### src/rtl/wb_master_if.sv
// Wishbone classic bus bundle shared by initiator and target ends.
interface wb_bus_t #(
    parameter int ADDR_WIDTH = 32,
    parameter int DATA_WIDTH = 32
);
    logic                    cyc;
    logic                    stb;
    logic                    we;
    logic [DATA_WIDTH/8-1:0] sel;
    logic [ADDR_WIDTH-1:0]   adr;
    logic [DATA_WIDTH-1:0]   dat_m2s;
    logic [DATA_WIDTH-1:0]   dat_s2m;
    logic                    ack;
    logic                    err;

    modport master (
        output cyc, stb, we, sel, adr, dat_m2s,
        input  dat_s2m, ack, err
    );

    modport slave (
        input  cyc, stb, we, sel, adr, dat_m2s,
        output dat_s2m, ack, err
    );
endinterface

### src/rtl/wb_master.sv
// Single-outstanding Wishbone classic initiator with valid/ready request and response channels.
// Optional bus timeout abort is built when WB_MASTER_TIMEOUT_EN is defined.
//
// state | meaning
// IDLE  | waiting for a request, req_ready_o high
// BUS   | cyc/stb asserted, bus outputs frozen until ack/err (or timeout)
// RESP  | response presented, held until resp_ready_i
module wb_master #(
    parameter int ADDR_WIDTH     = 32,
    parameter int DATA_WIDTH     = 32,
    parameter int TIMEOUT_CYCLES = 256
) (
    input  logic                    clk_i,
    input  logic                    rst_i,
    input  logic                    req_valid_i,
    output logic                    req_ready_o,
    input  logic [ADDR_WIDTH-1:0]   req_addr_i,
    input  logic                    req_we_i,
    input  logic [DATA_WIDTH/8-1:0] req_sel_i,
    input  logic [DATA_WIDTH-1:0]   req_wdata_i,
    output logic                    resp_valid_o,
    input  logic                    resp_ready_i,
    output logic [DATA_WIDTH-1:0]   resp_rdata_o,
    output logic                    resp_err_o,
    output logic                    resp_timeout_o,
    wb_bus_t.master                 wb_bus
);

    typedef enum logic [1:0] {
        IDLE = 2'd0,
        BUS  = 2'd1,
        RESP = 2'd2
    } state_t;

    state_t state;

    assign req_ready_o = (state == IDLE);

`ifdef WB_MASTER_TIMEOUT_EN
    localparam int TMO_W = $clog2(TIMEOUT_CYCLES + 1);
    localparam logic [TMO_W-1:0] TMO_LAST = TMO_W'(TIMEOUT_CYCLES - 1);

    logic [TMO_W-1:0] tmo_cnt;
    logic             tmo_flag;

    assign resp_timeout_o = tmo_flag;
`else
    logic unused_tmo;

    assign unused_tmo     = (TIMEOUT_CYCLES > 0);
    assign resp_timeout_o = 1'b0;
`endif

    always_ff @(posedge clk_i) begin
        if (rst_i) begin
            state          <= IDLE;
            resp_valid_o   <= 1'b0;
            resp_rdata_o   <= '0;
            resp_err_o     <= 1'b0;
            wb_bus.cyc     <= 1'b0;
            wb_bus.stb     <= 1'b0;
            wb_bus.we      <= 1'b0;
            wb_bus.sel     <= '0;
            wb_bus.adr     <= '0;
            wb_bus.dat_m2s <= '0;
`ifdef WB_MASTER_TIMEOUT_EN
            tmo_cnt        <= '0;
            tmo_flag       <= 1'b0;
`endif
        end else begin
            case (state)
                IDLE: begin
                    if (req_valid_i) begin
                        wb_bus.cyc     <= 1'b1;
                        wb_bus.stb     <= 1'b1;
                        wb_bus.we      <= req_we_i;
                        wb_bus.sel     <= req_sel_i;
                        wb_bus.adr     <= req_addr_i;
                        wb_bus.dat_m2s <= req_wdata_i;
`ifdef WB_MASTER_TIMEOUT_EN
                        tmo_cnt        <= '0;
`endif
                        state          <= BUS;
                    end
                end

                BUS: begin
                    // err has priority over ack when both arrive together
                    if (wb_bus.err) begin
                        wb_bus.cyc   <= 1'b0;
                        wb_bus.stb   <= 1'b0;
                        resp_rdata_o <= '0;
                        resp_err_o   <= 1'b1;
                        resp_valid_o <= 1'b1;
`ifdef WB_MASTER_TIMEOUT_EN
                        tmo_flag     <= 1'b0;
`endif
                        state        <= RESP;
                    end else if (wb_bus.ack) begin
                        wb_bus.cyc   <= 1'b0;
                        wb_bus.stb   <= 1'b0;
                        resp_rdata_o <= wb_bus.we ? '0 : wb_bus.dat_s2m;
                        resp_err_o   <= 1'b0;
                        resp_valid_o <= 1'b1;
`ifdef WB_MASTER_TIMEOUT_EN
                        tmo_flag     <= 1'b0;
`endif
                        state        <= RESP;
                    end
`ifdef WB_MASTER_TIMEOUT_EN
                    else if (tmo_cnt == TMO_LAST) begin
                        wb_bus.cyc   <= 1'b0;
                        wb_bus.stb   <= 1'b0;
                        resp_rdata_o <= '0;
                        resp_err_o   <= 1'b1;
                        resp_valid_o <= 1'b1;
                        tmo_flag     <= 1'b1;
                        state        <= RESP;
                    end else begin
                        tmo_cnt <= tmo_cnt + TMO_W'(1);
                    end
`endif
                end

                RESP: begin
                    if (resp_ready_i) begin
                        resp_valid_o <= 1'b0;
                        state        <= IDLE;
                    end
                end

                default: begin
                    state <= IDLE;
                end
            endcase
        end
    end

endmodule

### src/flat_wrapper.sv
// flat-port wrapper written by rule: the top's interface ports become plain ports
module wb_master_flat 
#(
    parameter int ADDR_WIDTH     = 32,
    parameter int DATA_WIDTH     = 32,
    parameter int TIMEOUT_CYCLES = 256
)
  (clk_i, rst_i, req_valid_i, req_ready_o, req_addr_i, req_we_i, req_sel_i, req_wdata_i, resp_valid_o, resp_ready_i, resp_rdata_o, resp_err_o, resp_timeout_o, wb_bus_cyc, wb_bus_stb, wb_bus_we, wb_bus_sel, wb_bus_adr, wb_bus_dat_m2s, wb_bus_dat_s2m, wb_bus_ack, wb_bus_err);
  wb_bus_t #(.ADDR_WIDTH(ADDR_WIDTH), .DATA_WIDTH(DATA_WIDTH)) wb_bus_i ();
  input  logic clk_i;
  input  logic rst_i;
  input  logic req_valid_i;
  output logic req_ready_o;
  input  logic [ADDR_WIDTH-1:0] req_addr_i;
  input  logic req_we_i;
  input  logic [DATA_WIDTH/8-1:0] req_sel_i;
  input  logic [DATA_WIDTH-1:0] req_wdata_i;
  output logic resp_valid_o;
  input  logic resp_ready_i;
  output logic [DATA_WIDTH-1:0] resp_rdata_o;
  output logic resp_err_o;
  output logic resp_timeout_o;
  output wire logic [$bits(wb_bus_i.cyc)-1:0] wb_bus_cyc;
  output wire logic [$bits(wb_bus_i.stb)-1:0] wb_bus_stb;
  output wire logic [$bits(wb_bus_i.we)-1:0] wb_bus_we;
  output wire logic [$bits(wb_bus_i.sel)-1:0] wb_bus_sel;
  output wire logic [$bits(wb_bus_i.adr)-1:0] wb_bus_adr;
  output wire logic [$bits(wb_bus_i.dat_m2s)-1:0] wb_bus_dat_m2s;
  input wire logic [$bits(wb_bus_i.dat_s2m)-1:0] wb_bus_dat_s2m;
  input wire logic [$bits(wb_bus_i.ack)-1:0] wb_bus_ack;
  input wire logic [$bits(wb_bus_i.err)-1:0] wb_bus_err;
  assign wb_bus_cyc = wb_bus_i.cyc;
  assign wb_bus_stb = wb_bus_i.stb;
  assign wb_bus_we = wb_bus_i.we;
  assign wb_bus_sel = wb_bus_i.sel;
  assign wb_bus_adr = wb_bus_i.adr;
  assign wb_bus_dat_m2s = wb_bus_i.dat_m2s;
  assign wb_bus_i.dat_s2m = wb_bus_dat_s2m;
  assign wb_bus_i.ack = wb_bus_ack;
  assign wb_bus_i.err = wb_bus_err;
  wb_master #(.ADDR_WIDTH(ADDR_WIDTH), .DATA_WIDTH(DATA_WIDTH), .TIMEOUT_CYCLES(TIMEOUT_CYCLES)) u_core (.clk_i(clk_i), .rst_i(rst_i), .req_valid_i(req_valid_i), .req_ready_o(req_ready_o), .req_addr_i(req_addr_i), .req_we_i(req_we_i), .req_sel_i(req_sel_i), .req_wdata_i(req_wdata_i), .resp_valid_o(resp_valid_o), .resp_ready_i(resp_ready_i), .resp_rdata_o(resp_rdata_o), .resp_err_o(resp_err_o), .resp_timeout_o(resp_timeout_o), .wb_bus(wb_bus_i));
endmodule
### config.mk
export PLATFORM = sky130hd
export DESIGN_NAME = wb_master_flat
export DESIGN_NICKNAME = d
export VERILOG_FILES = /design/src/rtl/wb_master_if.sv /design/src/rtl/wb_master.sv /design/src/flat_wrapper.sv
export SDC_FILE = /design/constraint.sdc
export NUM_CORES = 1
export LEC_CHECK = 0
export CAP_MARGIN = 20
export CORE_ASPECT_RATIO = 1.2
export CORE_MARGIN = 2
export CORE_UTILIZATION = 35
export DETAILED_ROUTE_END_ITERATION = 7
export GPL_ROUTABILITY_DRIVEN = 0
export PLACE_DENSITY = 0.73
export SKIP_CTS_REPAIR_TIMING = 1
export SLEW_MARGIN = 0
export SYNTH_ARGS = -nofsm -noshare
export SYNTH_HDL_FRONTEND = slang
export SYNTH_SLANG_ARGS = --single-unit
### constraint.sdc
create_clock -name clk_i -period 1.3 [get_ports clk_i]
set_input_delay 0.26 -clock clk_i [delete_from_list [all_inputs] [get_ports clk_i]]
set_output_delay 0.26 -clock clk_i [all_outputs]
set_load 0.03 [all_outputs]
==> flow_metrics.tcl, run 1 <==
set metrics [dict create \
    synth_cells 474 \
    fin_crit_ns 1.385 \
    yosysWarnings 0 \
    ys_ff_latch 106 \
    cts_buffer_depth 2 \
    portBuffers 212 \
    fin_ws_ns -0.08527 \
    status "complete, but fails checks" \
    start_util_pct 35.86 \
    wire_per_inst_um 16.01 \
    hold_depth 3 \
    cp_max_fo 17 \
    grt_pass1_vias 3759 \
    yosysTopAreaCell "dfxtp_1" \
    drt_wl_total_um 13180 \
    grt_usage_pct 17.72 \
    grt_pass1_wl_um 17490 \
    crit_path_start_kind "register" \
    hold_viol_final 0 \
    postSynthAreaPerCell_sq_um 8.349 \
    power_density_nw_per_um2 1144 \
    power_mw 8.088 \
    violations "setup timing" \
    synthFlopType "dfxtp_1" \
    critical_path_class "register to register" \
    synthTopCellsByArea "dfxtp_1, nand2_1, a21oi_1, nand2b_1, nand4_1" \
    fin_tns_setup_ns -1.023 \
    ff_latch_area_sq_um 2125 \
    final.setup_skew_ns 0.005628 \
    async_flop_share_pct 0 \
    drc 0 \
    slowest_stage "dfxtp_2" \
    cts_buffers 9 \
    grt_antenna_before_repair 0 \
    worstSkewPairLatency_ns 0.33 \
    worst-path-stages 6 \
    yosysUniqueCellTypes 23 \
    grt_max_degree 70 \
    yosysSeqAreaShare_pct 53.62 \
    path_clk_slew_ns 0.07 \
    die_y_um 120.5 \
    post-synth-top-area-fraction_pct 53.62 \
    placementRows 42 \
    critPathArrivalTime_ns 1.64 \
    worstRegToRegCells 6 \
    fin_crit_sh_pct 106.6 \
    netlist_area_sq_um 3958 \
    worst_setup_path_end_kind "register" \
    holdCritPathClass "primary input to register" \
    finalMaxSlewViolations 0 \
    cts_tree "yes" \
    routed_via_density 5.021 \
    maxCapViolations 0 \
    finalInstanceArea_sq_um 7068 \
    p_leak_nw 3.983 \
    vias 4132 \
    finalSetupViolCount 43 \
    ant_nets 0 \
    ioPinCount 214 \
    crit_chain "buf_6 -> nor3b_4 -> buf_4 -> clkbuf_16 -> nand2_1 -> a21oi_1" \
    dieArea_sq_um 12180 \
    cts_root_buf "clkbuf_16" \
    drive_above_1_share_pct 15.34 \
    irDropWorstVdd_mv 0.6324 \
    rsz0062_at_grt "yes" \
    grt.overflow.total 0 \
    max_freq_mhz 721.9 \
    antenna_cells 0 \
    die_w_um 101.1 \
    area_growth_pct 78.60 \
    clock-sinks 106 \
    critPathBufInv 3 \
    drt_iter0_drc 129 \
    dpl.hpwl_um 8063 \
    cpLargestDelayFamily "buffers and inverters" \
    critical_path.max_stage_delay_ns 0.33 \
    multi_input_area_sq_um 1747 \
    drt_pre_antenna_iters 4 \
    synth_nets 581 \
    worstPathRequired_ns 1.56 \
    place_area_sq_um 6193 \
    final_nets 793 \
    synth_edf_count 0 \
    core_area_sq_um 11040 \
    cts_max_level 3 \
    fill_cells 914 \
]
per-stage QoR:
step	hold WS, ns	setup WS [ns]	cells	util, %
6_report	0.4030	-0.08527	823	64.05
5_1_grt	0.4124	-0.1472	823	64.05
4_1_cts	0.3881	-0.3540	808	58.82
3_5_place_dp	0.4465	-0.4645	792	56.12
3_3_place_gp	0.4415	-0.4168	792	56.12
2_1_floorplan	0.3960	0.04116	474	-
cells in the mapped netlist, types with 2 or more instances:
cell and instances:
buf_2 14, or3b_1 2, dfxtp_1 106, a21oi_1 72, nand4_1 32, clkbuf_1 15
nor2_1 2, o21ai_1 32, buf_6 8, nand2b_1 33, buf_4 6, nand2_1 141
per-layer routing:
layer,GRT usage [%],vias up,part of all wire [%]
li1,-,2002,-
met1,20.47,1941,38
met2,30.84,179,51
met3,6.012,10,9.1
met4,4.983,0,0.95
met5,0,-,0
path summary, 6_finish.rpt:
| path | startpoint | end | slack (ns) |
|---|---|---|---|
| max | u_core.state[0]$_SDFFE_PP0P_ | u_core.wb_bus.dat_m2s[15]$_SDFFE_PP0P_ | -0.09 |
| min | rst_i | u_core.wb_bus.we$_SDFFE_PP0P_ | 0.40 |
| max reg2reg | u_core.state[0]$_SDFFE_PP0P_ | u_core.wb_bus.dat_m2s[15]$_SDFFE_PP0P_ | -0.09 |
| min reg2reg | u_core.wb_bus.dat_m2s[24]$_SDFFE_PP0P_ | u_core.wb_bus.dat_m2s[24]$_SDFFE_PP0P_ | 0.45 |
cell families (layout without fill, tap and decap cells):
kind of cell    Yosys count  after routing  share of synthesized area, %
simple gates            217            220                         25.70
compound gates          106            106                         13.72
flops                   106            106                         53.62
buf+inv                  43            257                         6.608
other cells               1              1                       0.09476
mux                       1              1                        0.2529
power by group:
part           switching, mW  internal, mW
Clock                   1.15          1.55
Combinational          0.974         0.891
Sequential            0.0991          3.43
worst min-delay path: cells and delay by family:
family          cells  cell delay, ns
compound gates      1            0.06
buf+inv             2            0.37
flip-flops by register name (all words and copies together), names as in the netlist:
signal / count
u_core.resp_err_o: 1
u_core.resp_valid_o: 1
u_core.resp_rdata_o: 32
u_core.wb_bus.we: 1
u_core.wb_bus.stb: 1
u_core.wb_bus.adr: 32
u_core.wb_bus.dat_m2s: 32
u_core.wb_bus.sel: 4
u_core.state: 2
layout make-up:
type / count / area share, %
repair buffers: 241 / 38.68
multi-input cells: 328 / 24.71
flip-flops and latches: 106 / 30.06
clock inverters: 4 / 0.7258
well taps: 132 / 2.337
clock buffers: 12 / 3.487
placed cells by master, fill, tap and decap left out, types with 4 or more instances in the layout:
cell type | synthesis | final
buf_4 | 6 | 30
dfxtp_1 | 106 | 104
clkbuf_16 | 0 | 13
nand2_1 | 141 | 129
buf_12 | 0 | 12
nand4_1 | 32 | 32
o21ai_1 | 32 | 32
a21oi_1 | 72 | 57
nand2_2 | 0 | 4
dlymetal6s2s_1 | 0 | 84
clkdlybuf4s50_1 | 0 | 104
nand2b_1 | 33 | 33
nand2_4 | 0 | 8
buf_6 | 8 | 5
a21oi_2 | 0 | 15
Note: power is estimated with default switching activity, not from simulation.
==> run 2: changes to the inputs <==
--- a/config.mk
+++ b/config.mk
@@ -6,12 +6,12 @@
 export NUM_CORES = 1
 export LEC_CHECK = 0
 export CAP_MARGIN = 20
-export CORE_ASPECT_RATIO = 1.2
+export CORE_ASPECT_RATIO = 0.8
 export CORE_MARGIN = 2
 export CORE_UTILIZATION = 35
 export DETAILED_ROUTE_END_ITERATION = 7
 export GPL_ROUTABILITY_DRIVEN = 0
-export PLACE_DENSITY = 0.73
+export PLACE_DENSITY = 0.76
 export SKIP_CTS_REPAIR_TIMING = 1
 export SLEW_MARGIN = 0
 export SYNTH_ARGS = -nofsm -noshare
==> flow_metrics.tcl, run 2 (synthesized netlist as in run 1, its figures left out) <==
set metrics [dict create \
    status "complete, but fails checks" \
    violations "setup timing" \
    vias 4146 \
    finalMaxSlewViolations 0 \
    clock-sinks 106 \
    drt_iter0_drc 154 \
    top_regs "u_core.resp_rdata_o (32), u_core.wb_bus.adr (32), u_core.wb_bus.dat_m2s (32)" \
    fin_cells 836 \
    placementRows 34 \
    final_common_cell "nand2_1" \
    p_leak_nw 3.808 \
    grt_pass1_wl_um 18510 \
    reg2reg_setup_slack_ns -0.06 \
    ff_latch_area_sq_um 2127 \
    dp_slack_ns -0.4336 \
    ant_nets 0 \
    holdCritPathClass "primary input to register" \
    critPathArrivalTime_ns 1.63 \
    final_cell_mix "nand2_1, clkdlybuf4s50_1, dfxtp_1" \
    cts_buffer_depth 2 \
    drc 0 \
    routed_via_density 4.959 \
    holdPathEnd "u_core.resp_err_o$_SDFFE_PP0P_" \
    routed-wl-met3_um 1295 \
    worst_setup_path_end_kind "register" \
    ioPinCount 214 \
    grt_max_degree 62 \
    power_density_nw_per_um2 1178 \
    grt.overflow.total 0 \
    core_area_sq_um 10930 \
    die_y_um 99.11 \
    grt_antenna_before_repair 0 \
    maxCapViolations 0 \
    fill_cells 853 \
    fin_tns_setup_ns -1.036 \
    dieArea_sq_um 12180 \
    finalInstanceArea_sq_um 7096 \
    power_mw 8.359 \
    rsz0062_at_grt "yes" \
    r2r_end "u_core.wb_bus.adr[17]$_SDFFE_PP0P_" \
    hold_start "rst_i" \
    drt_wl_total_um 13570 \
    multi_input_area_sq_um 1699 \
    wire_per_inst_um 16.23 \
    met2_length_um 6645 \
    critical_path_class "register to register" \
    path_clk_slew_ns 0.07 \
    finalSetupViolCount 42 \
    cts_max_level 3 \
    drive_above_1_share_pct 17.49 \
    cts_buffers 9 \
    die_w_um 122.9 \
    max_freq_mhz 736.8 \
    cts_tree "yes" \
    worstSkewPairLatency_ns 0.34 \
    worstReg2RegStart "u_core.state[1]$_SDFFE_PP0P_" \
    start_util_pct 36.20 \
    fin_crit_ns 1.357 \
    dpl.hpwl_um 8399 \
    worstRegToRegCells 6 \
    grt_pass1_vias 3920 \
    met1Wirelength_um 5451 \
    irDropWorstVdd_mv 0.8489 \
    area_growth_pct 79.29 \
    crit_path_start_kind "register" \
    final_nets 795 \
    grt_usage_pct 18.91 \
    hold_depth 2 \
    portBuffers 212 \
    worstPathRequired_ns 1.57 \
    place_area_sq_um 6233 \
    final.setup_skew_ns 0.006893 \
    antenna_cells 0 \
    fin_ws_ns -0.05716 \
    hold_viol_final 0 \
    dp.cells 804 \
    drt_pre_antenna_iters 4 \
    holdWs_ns 0.1759 \
    postLayoutCoreUtil_pct 64.90 \
    fin_crit_sh_pct 104.4 \
    cp_max_fo 12 \
    top_layer "met4" \
    cts_root_buf "clkbuf_16" \
]
run 2: cell count changes in the layout (fill, tap and decap cells not counted), sizes merged:
cell	previous run	this run
dlymetal6s2s	84	70
and2	4	3
bufinv	1	2
clkinvlp	1	0
clkinv	2	1
inv	0	2
buf	48	59
clkbuf	17	21
run 2: per-layer routing:
layer	up-vias	GRT usage [%]
met5	-	0
met2	161	32.09
li1	2005	-
met3	19	8.429
met1	1961	21.45
met4	0	5.393
run 2: how the worst max path moves through the flow:
stage	slack (ns)	start	endpoint
final	-0.06	u_core.state[1]$_SDFFE_PP0P_	u_core.wb_bus.adr[17]$_SDFFE_PP0P_
after floorplan	0.04	u_core.state[1]$_SDFFE_PP0P_	u_core.wb_bus.dat_m2s[25]$_SDFFE_PP0P_
after global routing	-0.10	u_core.state[1]$_SDFFE_PP0P_	u_core.wb_bus.dat_m2s[19]$_SDFFE_PP0P_
after detailed placement	-0.43	req_valid_i	u_core.wb_bus.adr[6]$_SDFFE_PP0P_
after global placement	-0.42	req_valid_i	u_core.wb_bus.dat_m2s[3]$_SDFFE_PP0P_
after CTS	-0.35	u_core.wb_bus.adr[4]$_SDFFE_PP0P_	wb_bus_adr[4]
run 2: area by class of cell:
class | count | share of cell area, %
timing repair buffer | 244 | 38.95
sequential | 106 | 29.98
clock inverter | 5 | 1.217
tap | 144 | 2.539
clock buffer | 10 | 3.368
multi-input combinational | 327 | 23.95
run 2: power breakdown:
part / switching, mW / internal, mW / leakage [nW]
Combinational: 0.966 / 0.911 / 2.78
Sequential: 0.112 / 3.43 / 0.868
Clock: 1.20 / 1.75 / 0.160
run 2: worst max-delay path, cell delays in order (launching register included):
cell and delay (ns):
dfxtp_2 0.33, buf_6 0.13, nor3b_4 0.30, buf_6 0.17, buf_6 0.16, nand2_1 0.06
a21oi_1 0.13
==> run 3: changes to the inputs <==
--- a/config.mk
+++ b/config.mk
@@ -5,13 +5,13 @@
 export SDC_FILE = /design/constraint.sdc
 export NUM_CORES = 1
 export LEC_CHECK = 0
-export CAP_MARGIN = 20
 export CORE_ASPECT_RATIO = 0.8
 export CORE_MARGIN = 2
 export CORE_UTILIZATION = 35
 export DETAILED_ROUTE_END_ITERATION = 7
 export GPL_ROUTABILITY_DRIVEN = 0
 export PLACE_DENSITY = 0.76
+export SETUP_SLACK_MARGIN = 0.4
 export SKIP_CTS_REPAIR_TIMING = 1
 export SLEW_MARGIN = 0
 export SYNTH_ARGS = -nofsm -noshare
==> flow_metrics.tcl, run 3 (synthesized netlist as in run 1, its figures left out) <==
set metrics [dict create \
    status "complete, but fails checks" \
    violations "setup timing" \
    drt_pre_antenna_iters 5 \
    holdPathEnd "u_core.wb_bus.adr[4]$_SDFFE_PP0P_" \
    drc 0 \
    p_int_mw 5.910 \
    grt_usage_pct 18.48 \
    wire_per_inst_um 17.52 \
    fin_tns_setup_ns -0.4463 \
    top_regs "u_core.resp_rdata_o (32), u_core.wb_bus.adr (32), u_core.wb_bus.dat_m2s (32)" \
    finalInstanceArea_sq_um 7715 \
    place_area_sq_um 6276 \
    placementRows 34 \
    antenna_cells 0 \
    cts_buffers 9 \
    grt_max_degree 69 \
    fin_ws_ns -0.06063 \
    max_freq_mhz 735.0 \
    cts_buffer_depth 2 \
    maxCapViolations 0 \
    finalSetupViolCount 29 \
    fin_crit_sh_pct 104.7 \
    cp_max_fo 7 \
    drt_iter0_drc 197 \
    drt_wl_total_um 15360 \
    irDropWorstVdd_mv 0.8227 \
    dpl.hpwl_um 8366 \
    cts_tree "yes" \
    path_clk_slew_ns 0.07 \
    grt_antenna_before_repair 0 \
    fin_cells 877 \
    hold_viol_final 0 \
    power_mw 8.373 \
    worst_setup_path_end_kind "register" \
    p_leak_nw 3.141 \
    final_cell_mix "nand2_1, buf_6, clkdlybuf4s50_1" \
    power_frac_comb_pct 26.3 \
    crit_top_cell "buf_6" \
    cpLargestDelayFamily "buffers and inverters" \
    postLayoutCoreUtil_pct 70.57 \
    worstPathRequired_ns 1.56 \
    switchingPower_mw 2.463 \
    worstSkewPairLatency_ns 0.34 \
    hold_start "rst_i" \
    ff_latch_area_sq_um 2227 \
    hold_depth 3 \
    clkPwrFrac_pct 30.7 \
    ant_nets 0 \
    die_w_um 122.9 \
    cts_root_buf "clkbuf_16" \
    cts_max_level 3 \
    grt_pass1_vias 3876 \
    dp_slack_ns -0.4950 \
    portBuffers 212 \
    critical_path_class "register to register" \
    area_growth_pct 94.94 \
    holdCritPathClass "primary input to register" \
    worstReg2RegStart "u_core.state[0]$_SDFFE_PP0P_" \
    clock-sinks 106 \
    ioPinCount 214 \
    grt.overflow.total 0 \
    power_density_nw_per_um2 1085 \
    critPathArrivalTime_ns 1.62 \
    worstRegToRegCells 6 \
    switching_share_pct 29.41 \
    rsz0062_at_grt "yes" \
    final_common_cell "nand2_1" \
    drive_above_1_share_pct 45.16 \
    reg2reg_setup_slack_ns -0.06 \
    critical_path.max_stage_delay_ns 0.36 \
    slowest_stage "dfxtp_2" \
    critPathBufInv 3 \
    final.setup_skew_ns 0.008366 \
    dieArea_sq_um 12180 \
    fill_cells 774 \
    start_util_pct 36.20 \
    routed_via_density 5.055 \
    vias 4433 \
    finalMaxSlewViolations 0 \
    dp.cells 807 \
    multi_input_area_sq_um 1849 \
    r2r_end "u_core.resp_rdata_o[13]$_SDFFE_PP0P_" \
    crit_chain "buf_6 -> nor2b_4 -> buf_6 -> buf_12 -> nand4_1 -> o21ai_1" \
    grt_pass1_wl_um 18030 \
    core_area_sq_um 10930 \
    pwr-share-seq_pct 43.1 \
    die_y_um 99.11 \
    fin_crit_ns 1.361 \
    crit_path_start_kind "register" \
    holdWs_ns 0.3692 \
    final_nets 835 \
]
run 3: cell types whose count changed in the layout (fill, tap and decap cells not counted), moves of 5 or more:
cell,change
dfxtp_2,+77
o21ai_2,+12
o21ai_1,-12
dlymetal6s2s_1,-69
nand2_4,+5
buf_6,+99
clkbuf_2,-5
a21oi_1,-8
a21oi_2,+8
dfxtp_1,-78
run 3: worst max path at each step:
stage                                           startpoint                                      to  cells after the start
floorplan                     u_core.state[0]$_SDFFE_PP0P_  u_core.wb_bus.dat_m2s[25]$_SDFFE_PP0P_                      5
global placement                               req_valid_i  u_core.wb_bus.dat_m2s[21]$_SDFFE_PP0P_                      5
detailed placement                             req_valid_i  u_core.wb_bus.dat_m2s[18]$_SDFFE_PP0P_                      5
CTS                 u_core.wb_bus.dat_m2s[18]$_SDFFE_PP0P_                      wb_bus_dat_m2s[18]                      1
global route                  u_core.state[0]$_SDFFE_PP0P_     u_core.resp_rdata_o[6]$_SDFFE_PP0P_                      6
finish                        u_core.state[0]$_SDFFE_PP0P_    u_core.resp_rdata_o[13]$_SDFFE_PP0P_                      6
run 3: cell type report:
cell class,instances,area share (%)
repair buffers,280,41.26
multi-input cells,331,23.97
clock inverters,6,0.6001
clock buffers,10,2.968
flip-flops and latches,106,28.87
well taps,144,2.335
run 3: worst min-delay path: stages:
cell and delay (ns):
buf_4 0.13, buf_12 0.23, a21oi_2 0.04
run 3: layer usage:
metal	share of wire, %	vias up	track usage (%)
met5	0	-	0
met4	2.7	0	6.897
met3	9.0	34	8.257
met2	50	195	31.11
met1	38	2122	20.50
li1	-	2082	-
run 3: power by group through the flow:
| stage | sequential, mW | combinational, mW | clock (mW) |
|---|---|---|---|
| floorplan | 3.94 | 0.525 | 0 |
| global placement | 3.60 | 1.67 | 0 |
| detailed placement | 3.61 | 1.69 | 0 |
| CTS | 3.53 | 1.70 | 2.62 |
| global route | 3.62 | 2.31 | 2.75 |
| finish | 3.61 | 2.20 | 2.57 |
